$ cat config.mk
export PLATFORM = sky130hd
export DESIGN_NAME = mul_div_unit_flat
export DESIGN_NICKNAME = d
export VERILOG_FILES = /design/src/rtl/mul_div_unit_if.sv /design/src/rtl/mul_div_unit.sv /design/src/flat_wrapper.sv
export SDC_FILE = /design/constraint.sdc
export NUM_CORES = 2
export LEC_CHECK = 0
export BUFFER_PORTS_ARGS = -buffer_cell sky130_fd_sc_hd__buf_4
export CAP_MARGIN = 20
export CELL_PAD_IN_SITES_DETAIL_PLACEMENT = 2
export CELL_PAD_IN_SITES_GLOBAL_PLACEMENT = 2
export CORE_MARGIN = 4
export CORE_UTILIZATION = 40
export CTS_CLUSTER_DIAMETER = 120
export DETAILED_ROUTE_END_ITERATION = 16
export GPL_ROUTABILITY_DRIVEN = 0
export PLACE_DENSITY_LB_ADDON = 0.2
export SYNTH_ARGS = -nofsm -noshare
export SYNTH_HDL_FRONTEND = slang
export SYNTH_SLANG_ARGS = --single-unit
export TNS_END_PERCENT = 100
$ cat constraint.sdc
create_clock -name clk -period 10.65 [get_ports clk]
set_input_delay 1.5975 -clock clk [delete_from_list [all_inputs] [get_ports clk]]
set_output_delay 1.5975 -clock clk [all_outputs]
set_load 0.02 [all_outputs]
$ cat src/rtl/mul_div_unit_if.sv
// Handshake and result bundle between the EX stage and the multiply/divide unit.
interface mul_div_unit_if #(
  parameter int WIDTH = 32
);
  logic             start;
  logic [2:0]       op;
  logic [WIDTH-1:0] a;
  logic [WIDTH-1:0] b;
  logic             cancel;
  logic             busy;
  logic             done;
  logic [WIDTH-1:0] hi;
  logic [WIDTH-1:0] lo;
  logic             div_by_zero;

  modport master (
    output start, op, a, b, cancel,
    input  busy, done, hi, lo, div_by_zero
  );

  modport slave (
    input  start, op, a, b, cancel,
    output busy, done, hi, lo, div_by_zero
  );
endinterface

$ cat src/rtl/mul_div_unit.sv
// Multi-cycle multiply/divide unit with architectural HI/LO registers.
// The multiplier result is taken MUL_LATENCY cycles after acceptance from
// latched operands. The divider is a restoring divider working on operand
// magnitudes, with the sign fix applied on the final write.
module mul_div_unit #(
  parameter int WIDTH       = 32,
  parameter int MUL_LATENCY = 2
) (
  input logic           clk,
  input logic           rst,
  mul_div_unit_if.slave bus
);

  localparam logic [2:0] OP_MULT  = 3'b000;
  localparam logic [2:0] OP_MULTU = 3'b001;
  localparam logic [2:0] OP_DIV   = 3'b010;
  localparam logic [2:0] OP_DIVU  = 3'b011;
  localparam logic [2:0] OP_MTHI  = 3'b100;
  localparam logic [2:0] OP_MTLO  = 3'b101;

  localparam int            CW       = $clog2(WIDTH + 1);
  localparam logic [CW-1:0] MUL_LAST = CW'((MUL_LATENCY >= 2) ? MUL_LATENCY - 2 : 0);
  localparam logic [CW-1:0] DIV_LAST = CW'(WIDTH);

  typedef enum logic [1:0] {S_IDLE, S_MUL, S_DIV} state_t;

  state_t           state_q;
  logic [CW-1:0]    cnt_q;
  logic             done_q, dbz_q;
  logic [WIDTH-1:0] hi_q, lo_q;

  logic [WIDTH-1:0] a_q, b_q;
  logic             sgn_q;
  logic [WIDTH-1:0] quot_q, rem_q, dvs_q;
  logic             qneg_q, rneg_q, dz_q;

  // Full-width product; operands are extended by one bit so that a single
  // signed multiply serves both the signed and the unsigned case.
  function automatic logic [2*WIDTH-1:0] mul_full(input logic [WIDTH-1:0] x,
                                                  input logic [WIDTH-1:0] y,
                                                  input logic sgn);
    logic signed [WIDTH:0]     xe, ye;
    logic signed [2*WIDTH+1:0] p;
    xe = {sgn & x[WIDTH-1], x};
    ye = {sgn & y[WIDTH-1], y};
    p  = (2*WIDTH+2)'(xe) * (2*WIDTH+2)'(ye);
    return p[2*WIDTH-1:0];
  endfunction

  // Magnitude of a possibly-signed operand; the most negative value maps to
  // itself, which is its correct unsigned magnitude.
  function automatic logic [WIDTH-1:0] mag(input logic [WIDTH-1:0] x, input logic sgn);
    return (sgn && x[WIDTH-1]) ? (~x + 1'b1) : x;
  endfunction

  // One restoring-division iteration: shift in the next dividend bit, try to
  // subtract the divisor, keep the difference only when it did not go negative.
  function automatic logic [2*WIDTH-1:0] div_step(input logic [WIDTH-1:0] rem,
                                                  input logic [WIDTH-1:0] quot,
                                                  input logic [WIDTH-1:0] dvs);
    logic [WIDTH:0] rem_sh, diff;
    rem_sh = {rem, quot[WIDTH-1]};
    diff   = rem_sh - {1'b0, dvs};
    if (!diff[WIDTH]) return {diff[WIDTH-1:0], quot[WIDTH-2:0], 1'b1};
    else              return {rem_sh[WIDTH-1:0], quot[WIDTH-2:0], 1'b0};
  endfunction

  logic             accept, div_sgn, mul_sgn;
  logic [WIDTH-1:0] mul_a, mul_b;
  logic [2*WIDTH-1:0] prod;
  logic [WIDTH-1:0] q_fix, r_fix;

  assign accept  = (state_q == S_IDLE) && bus.start && !bus.cancel;
  assign div_sgn = (bus.op == OP_DIV);
  // In IDLE the live operands feed the multiplier so a one-cycle latency works.
  assign mul_a   = (state_q == S_IDLE) ? bus.a : a_q;
  assign mul_b   = (state_q == S_IDLE) ? bus.b : b_q;
  assign mul_sgn = (state_q == S_IDLE) ? (bus.op == OP_MULT) : sgn_q;
  assign prod    = mul_full(mul_a, mul_b, mul_sgn);
  assign q_fix   = qneg_q ? (~quot_q + 1'b1) : quot_q;
  assign r_fix   = rneg_q ? (~rem_q + 1'b1) : rem_q;

  // Control FSM and architectural HI/LO; cancel wins over completion.
  always_ff @(posedge clk) begin
    if (rst) begin
      state_q <= S_IDLE;
      cnt_q   <= '0;
      done_q  <= 1'b0;
      dbz_q   <= 1'b0;
      hi_q    <= '0;
      lo_q    <= '0;
    end else begin
      done_q <= 1'b0;
      dbz_q  <= 1'b0;
      case (state_q)
        S_IDLE: begin
          if (accept) begin
            case (bus.op)
              OP_MTHI: begin hi_q <= bus.a; done_q <= 1'b1; end
              OP_MTLO: begin lo_q <= bus.a; done_q <= 1'b1; end
              OP_MULT, OP_MULTU: begin
                if (MUL_LATENCY <= 1) begin
                  {hi_q, lo_q} <= prod;
                  done_q       <= 1'b1;
                end else begin
                  state_q <= S_MUL;
                  cnt_q   <= '0;
                end
              end
              OP_DIV, OP_DIVU: begin
                state_q <= S_DIV;
                cnt_q   <= '0;
              end
              default: ;
            endcase
          end
        end
        S_MUL: begin
          if (bus.cancel) begin
            state_q <= S_IDLE;
          end else if (cnt_q == MUL_LAST) begin
            {hi_q, lo_q} <= prod;
            done_q       <= 1'b1;
            state_q      <= S_IDLE;
          end else begin
            cnt_q <= cnt_q + CW'(1);
          end
        end
        S_DIV: begin
          if (bus.cancel) begin
            state_q <= S_IDLE;
          end else if (cnt_q == DIV_LAST) begin
            hi_q    <= dz_q ? a_q : r_fix;
            lo_q    <= dz_q ? '1 : q_fix;
            dbz_q   <= dz_q;
            done_q  <= 1'b1;
            state_q <= S_IDLE;
          end else begin
            cnt_q <= cnt_q + CW'(1);
          end
        end
        default: state_q <= S_IDLE;
      endcase
    end
  end

  // Operand latch and divider datapath: conditioning on acceptance, then iterate.
  always_ff @(posedge clk) begin
    if (accept) begin
      a_q    <= bus.a;
      b_q    <= bus.b;
      sgn_q  <= (bus.op == OP_MULT);
      quot_q <= mag(bus.a, div_sgn);
      dvs_q  <= mag(bus.b, div_sgn);
      rem_q  <= '0;
      qneg_q <= div_sgn & (bus.a[WIDTH-1] ^ bus.b[WIDTH-1]);
      rneg_q <= div_sgn & bus.a[WIDTH-1];
      dz_q   <= (bus.b == '0);
    end else if ((state_q == S_DIV) && (cnt_q != DIV_LAST)) begin
      {rem_q, quot_q} <= div_step(rem_q, quot_q, dvs_q);
    end
  end

  assign bus.busy        = (state_q != S_IDLE);
  assign bus.done        = done_q;
  assign bus.hi          = hi_q;
  assign bus.lo          = lo_q;
  assign bus.div_by_zero = dbz_q;

endmodule

$ cat src/flat_wrapper.sv
// flat-port wrapper written by rule: the top's interface ports become plain ports
module mul_div_unit_flat 
#(
  parameter int WIDTH       = 32,
  parameter int MUL_LATENCY = 2
)
  (clk, rst, bus_start, bus_op, bus_a, bus_b, bus_cancel, bus_busy, bus_done, bus_hi, bus_lo, bus_div_by_zero);
  mul_div_unit_if #(.WIDTH(WIDTH)) bus_i ();
  input logic clk;
  input logic rst;
  input wire logic [$bits(bus_i.start)-1:0] bus_start;
  input wire logic [$bits(bus_i.op)-1:0] bus_op;
  input wire logic [$bits(bus_i.a)-1:0] bus_a;
  input wire logic [$bits(bus_i.b)-1:0] bus_b;
  input wire logic [$bits(bus_i.cancel)-1:0] bus_cancel;
  output wire logic [$bits(bus_i.busy)-1:0] bus_busy;
  output wire logic [$bits(bus_i.done)-1:0] bus_done;
  output wire logic [$bits(bus_i.hi)-1:0] bus_hi;
  output wire logic [$bits(bus_i.lo)-1:0] bus_lo;
  output wire logic [$bits(bus_i.div_by_zero)-1:0] bus_div_by_zero;
  assign bus_i.start = bus_start;
  assign bus_i.op = bus_op;
  assign bus_i.a = bus_a;
  assign bus_i.b = bus_b;
  assign bus_i.cancel = bus_cancel;
  assign bus_busy = bus_i.busy;
  assign bus_done = bus_i.done;
  assign bus_hi = bus_i.hi;
  assign bus_lo = bus_i.lo;
  assign bus_div_by_zero = bus_i.div_by_zero;
  mul_div_unit #(.WIDTH(WIDTH), .MUL_LATENCY(MUL_LATENCY)) u_core (.clk(clk), .rst(rst), .bus(bus_i));
endmodule
* Word-level counts from Yosys, hierarchy flattened
Index checks and enable logic that the tools add are counted.
** Word-level totals
- Bits of input ports :: 71
- Register bits after elaboration :: 238
** Operators by class
- Muxes and demuxes :: 47
- Bitwise gates (word level) :: 11
- Eq/ne operators :: 22
- Multiply operators :: 1
- $add $sub $neg :: 6
- Reduce and logical (&&, ||, !) cells :: 22
** Operator list (number)
- 2-to-1 mux 32 bit :: 22
- case mux 32 bit (3 select lines) :: 2
- adder 32 x 1 -> 32 bit (second input constant) :: 4
- NOT 32 bit :: 4
- multiplier 33 x 33 -> 64 bit :: 1
- 2-to-1 mux 64 bit :: 1
- 2-to-1 mux 6 bit :: 6
- subtractor 33 x 32 -> 33 bit :: 1
- zero test 32 bit :: 1
- AND reduction 7 bit :: 3
- case mux 6 bit (3 select lines) :: 1
- inequality test 2 bit (second input constant) :: 7
- 2-to-1 mux 2 bit :: 5
- OR reduction 4 bit :: 2
- 2-to-1 mux 1 bit :: 7
- adder 6 x 1 -> 6 bit (second input constant) :: 1
- == test 3 x 2 -> 1 bit (second input constant) :: 2
- == test 3 bit (second input constant) :: 2
- == test 6 bit (second input constant) :: 1
- zero test 6 bit :: 1
- inequality test 2 x 1 -> 1 bit (second input constant) :: 3
- inequality test 3 x 2 -> 1 bit (second input constant) :: 2
- inequality test 6 bit (second input constant) :: 1
- case mux 2 bit (3 select lines) :: 1
- other kinds (17) :: 28

* Logic depth before layout (Yosys ltp)
- Depth after elaboration :: 7
- Gate-level depth with buffers :: 36

* Worst setup path before layout
Ideal clock, no wire load.
- Kind :: input to register
- Start point :: input port bus_a[31]
- End point :: register u_core.hi_q[27], in the netlist u_core.bus.hi[27]
- Data required time :: 10.549 ns
- Stages on the path :: 29
- Arrival :: 9.538 ns
- Path buffers :: 3
- Setup time :: 0.101 ns
- Path slack :: 1.011 ns
- Cells stage by stage :: clkbuf_1 -> mux2i_1 -> nor2_1 -> clkbuf_1 -> nand2_1 -> inv_1 -> fa_1 -> inv_1 -> fa_1 -> inv_1 -> fa_1 -> fa_1 -> inv_1 -> fa_1 -> inv_1 -> fa_1 -> inv_1 -> fa_1 -> fa_1 -> inv_1 -> ha_1 -> clkbuf_1 -> and4_1 -> nand2_1 -> o41ai_4 -> a311o_1 -> xor2_1 -> a21oi_1 -> o41ai_1
** On the way
- Longest elaborated chain between the ends :: 6
** Ends and longest elaborated chain
- start, declared :: line flat_wrapper.sv:13 : input wire logic [$bits(bus_i.a)-1:0] bus_a;
- 2-to-1 mux 32 bit * :: line mul_div_unit.sv:76 : assign mul_a = (state_q == S_IDLE) ? bus.a : a_q;
- bitwise AND 1 bit :: line mul_div_unit.sv:44 : xe = {sgn & x[WIDTH-1], x};
- multiplier 33 x 33 -> 64 bit * :: line mul_div_unit.sv:46 : p = (2*WIDTH+2)'(xe) * (2*WIDTH+2)'(ye);
- 2-to-1 mux 32 bit * :: line mul_div_unit.sv:121 : end else if (cnt_q == MUL_LAST) begin
- 2-to-1 mux 32 bit * :: line mul_div_unit.sv:119 : if (bus.cancel) begin
- case mux 32 bit (3 select lines) * :: line mul_div_unit.sv:95 : case (state_q)
- end signal, assigned :: line mul_div_unit.sv:103 : {hi_q, lo_q} <= prod;
- end signal, assigned :: line mul_div_unit.sv:122 : {hi_q, lo_q} <= prod;
- end signal, assigned :: line mul_div_unit.sv:133 : hi_q <= dz_q ? a_q : r_fix;
- end, declared :: line mul_div_unit.sv:30 : logic [WIDTH-1:0] hi_q, lo_q;
Mark *: on every way between the ends. The rest lies on a longest branch, timed or not. The select of a mux whose other input is x is not followed.
A chain may end at the register's enable or synchronous reset.

* Worst setup path after layout
- Start point :: register u_core.state_q[0]
- End point :: register u_core.hi_q[14], in the netlist u_core.bus.hi[14]
** On the way
- Longest elaborated chain between the ends :: 7
- Elaborated cells between the ends (all ways) :: 22
- Classes of those cells :: 1 x mul; 8 x eq/ne; 6 x mux; 2 x bitwise; 5 x reduce/logical
** Ends and longest elaborated chain
- start, declared :: line mul_div_unit.sv:27 : state_t state_q;
- start signal, assigned :: line mul_div_unit.sv:86 : state_q <= S_IDLE;
- start signal, assigned :: line mul_div_unit.sv:106 : state_q <= S_MUL;
- start signal, assigned :: line mul_div_unit.sv:111 : state_q <= S_DIV;
- zero test 2 bit
- 2-to-1 mux 1 bit (tied with other cells) :: line mul_div_unit.sv:78 : assign mul_sgn = (state_q == S_IDLE) ? (bus.op == OP_MULT) : sgn_q;
- bitwise AND 1 bit (on tied branches) :: line mul_div_unit.sv:44, mul_div_unit.sv:45
- multiplier 33 x 33 -> 64 bit :: line mul_div_unit.sv:46
- 2-to-1 mux 32 bit :: line mul_div_unit.sv:121
- 2-to-1 mux 32 bit :: line mul_div_unit.sv:119
- case mux 32 bit (3 select lines) :: line mul_div_unit.sv:95
Several ways; a longest one is shown, not always the timed one. The select of a mux whose other input is x is not followed.

==> results <==
- The flow ran to the end, and the final reports show no timing, DRC or antenna violations.
- The predominant post-synthesis flop cell is edfxtp_1.
- The worst hold path belongs to the class reg -> reg.
- The Yosys step of the flow raised 0 warnings.
- The worst register-to-register path begins at u_core.state_q[0].
- The floorplan has 132 rows.
- After legalization and detailed placement, the total HPWL measured approximately 190 mm.
- The count of nets left with antenna violations once routing finished came out at 0.
- The number of global-route vias before repair is 51,620.
- The die area is 137,000 um^2.
- The final count of negative-setup-slack endpoints is 0.
- At the worst endpoint, the required time is 11.13 ns.
- The post-detailed-routing wire length is 230 mm.
- The number of placed instances, taps included is 7,775.
- The routed length per instance is 29.4 um.
- The H-tree depth is 1.
- The insertion delay to the later sink of the worst-skew pair is 0.62 ns.
- Counting flops with an async set or reset pin after synthesis yields a share of 0%.
- The highest clock frequency the design can meet is 97.2 MHz.
- The final critical path time including I/O delays and setup is 10.29 ns.
- After detailed routing, the number of vias per cell comes to between 5 and 6.
- The slowest stage of the critical path is the mux2i_1 cell.
- After synthesis the netlist holds a flip-flop and latch count of 237.
- STA puts the critical path data arrival time at 10.77 ns.
- The synthesized netlist occupies a cell area of 52,600 um^2.
- Max-cap violations in this run came to 0.
- Yosys mapped the design onto 80 distinct sky130hd cell types.
- The end-of-flow core utilization is 44.3%.
- The cell that appears most often on the critical path is fa_1.
- The count of vias placed by the detailed router is 44,709.
- The remaining global-route overflow is 0.
- The number of buffers inserted by port buffering is 137.
- The first global-routing pass estimated 343 mm of wire.
- The post-synthesis to final-layout area growth is 9.59%.
- The routed design uses 110 mm of met2 wire.
- The CTS tree is yes.
- In this run the deepest clock path goes through 3 buffers.
- The top routing layer in use is met5.
- The max-slew headroom at the worst pin is 18.3%.
- Summed over its instances, the top area cell type makes up 42.8% of the synthesized netlist area.
- For this block, the initial DRC count from the detailed router was 3,770.
- The x dimension of the die is between 300 and 400 um.
- Clock tree synthesis found a total of 237 sinks.
- The core region is 130,000 um^2.
- The biggest cell delay along the critical path is 0.91 ns.
- The type of the worst setup path is reg -> reg.
- The number of synthesized flops with an enable pin is 131.
- For the pin with the worst max-slew slack, the measured transition is 1.22 ns.
- Across the routed clock network, the largest skew measured is 0.0373 ns.
- The starting density of the core is 40.4%.
- The net total in the final layout is around 7,500.
- By count the netlist is led by inv_1 (1,257), fa_1 (1,126), nand2_1 (999), nor2_1 (439), clkbuf_1 (259).
- Summed over all nets, wire length on met3 after detailed routing comes to 15.7 mm.
- The worst setup path is launched from a register.
- The most common cell in the netlist is inv_1.
- The most critical setup path has its startpoint at u_core.state_q[0].
- The final clock period utilization by the worst path is 96.6%.
- The largest net degree at the start of global routing is 78.
- The final cell count without fillers is 7,837.
- Counting the buffers created by CTS gives 30.
- STA classifies the critical path endpoint as a register.
- Of the cells placed in the final design, the portion with a size suffix greater than 1 is 8.59%.
- The global-route usage over all layers is 33.7%.
- The initial antenna violation count is 14.
- The die is 371 um tall.
- The tree is rooted in a clkbuf_16.
- Of the synthesized area, sequential elements account for a little under an eighth.
- The mean area per synthesized cell is 8.83 um^2.
- The total count of hold-check failures in the final report is 0.
- The number of nets in the synthesized netlist is 7,413.
- The clock-pin slew on the worst setup and hold paths is 0.06 ns.
- For this run, the detailed router's first-pass iteration total came to 6.
- The number of pins exceeding their max-slew limit in the final report is 0.
- The top fanout value on the critical path is 39.
- Of all cell types, the one taking the most synthesized area is fa_1.
- The detailed-route wire length on metal 1 is 93.6 mm.
- The startpoint of the most critical hold path is u_core.bus.lo[18].
- By area the synthesized netlist is led by fa_1 (43%), inv_1 (9.0%), edfxtp_1 (7.5%).
- The number of instances in the synthesized netlist is 5,961.
- about 140 I/O pins were placed.
- For this design, the CTS-stage hold fixing added 0 buffers.
- The count of unresolved DRC violations after routing is 0.
==> critical path: cells and delay by family, from the launching register on <==
family,cells,cell delay [ns]
adders and majority gates,10,4.76
AOI/OAI and AO/OA,6,2.08
buffers and inverters,8,1.15
muxes,1,0.91
and+or+nand+nor,4,0.57
DFF,1,0.38
xor gates and xnor gates,1,0.25
==> cells in the final DEF, fill, tap and decap left out, types with 42 or more instances in the layout <==
cell / netlist / layout
xor2_1: 90 / 90
ha_1: 255 / 251
a21oi_1: 210 / 209
mux2i_1: 60 / 48
edfxtp_1: 131 / 131
nand2_1: 999 / 999
nand3_1: 59 / 59
buf_4: 0 / 353
nor3_1: 42 / 42
dfxtp_1: 106 / 106
nor2_1: 439 / 437
inv_1: 1257 / 1256
and2_1: 55 / 55
o21ai_0: 203 / 203
xnor2_1: 124 / 123
fa_1: 1126 / 1126
mux2_2: 66 / 65
==> cell families after synthesis <==
family / after synthesis / synth area share, %
adder cells (fa/ha/maj): 1381 / 48.9
flip-flops: 237 / 11.5
buffers and inverters: 1549 / 11.1
AO/OA/AOI/OAI: 703 / 8.47
multiplexers: 126 / 2.55
XOR/XNOR: 215 / 3.59
AND/OR/NAND/NOR: 1750 / 13.9
==> per-stage QoR <==
stage               setup TNS (ns)  hold WS, ns  area, um^2  setup WS (ns)
floorplan                        0        0.465       52600           1.01
global placement                 0        0.443       56600          0.228
detailed placement               0        0.457       56600         0.0995
CTS                              0        0.466       57600          0.208
global route               -0.0287        0.493       57600        -0.0287
finish                           0        0.463       57700          0.361
==> area by class of cell <==
class / count / area, um^2
antenna: 4 / 10.0
clock buffer: 38 / 821
clock inverter: 18 / 170
fill: 14359 / 72500
inverter: 1260 / 4740
multi-input combinational: 4175 / 40800
sequential: 237 / 6060
tap: 1742 / 2180
timing repair buffer: 363 / 2850
==> registers in the layout (all words and copies together), names as in the netlist <==
register	count
u_core.a_q	32
u_core.bus.hi	32
u_core.bus.lo	32
u_core.dvs_q	32
u_core.quot_q	32
u_core.rem_q	32
u_core.b_q	31
u_core.cnt_q	6
u_core.state_q	2
u_core.bus.div_by_zero	1
u_core.bus.done	1
u_core.dz_q	1
u_core.qneg_q	1
u_core.rneg_q	1
u_core.sgn_q	1
==> routing by layer <==
layer	vias up	GRT usage (%)
li1	18453	-
met1	24100	44.2
met2	1693	56.4
met3	457	4.36
met4	6	13.8
met5	-	0
==> worst paths after layout <==
path	cells after the start	slack [ns]	to
setup / recovery	30	0.36	u_core.bus.hi[14]
setup reg to reg	30	0.36	u_core.bus.hi[14]
hold reg to reg	2	0.46	u_core.bus.lo[18]
hold / removal	2	0.46	u_core.bus.lo[18]
==> what timing repair did <==
action                     CTS  global route
hold endpoints to repair     0             0
setup buffers                0             1
resized for setup            0             2
setup endpoints to repair    0             4
Power is left out: the tool's default activity adds up to more than one toggle a clock period on the data nets, which glitch-free logic cannot reach.
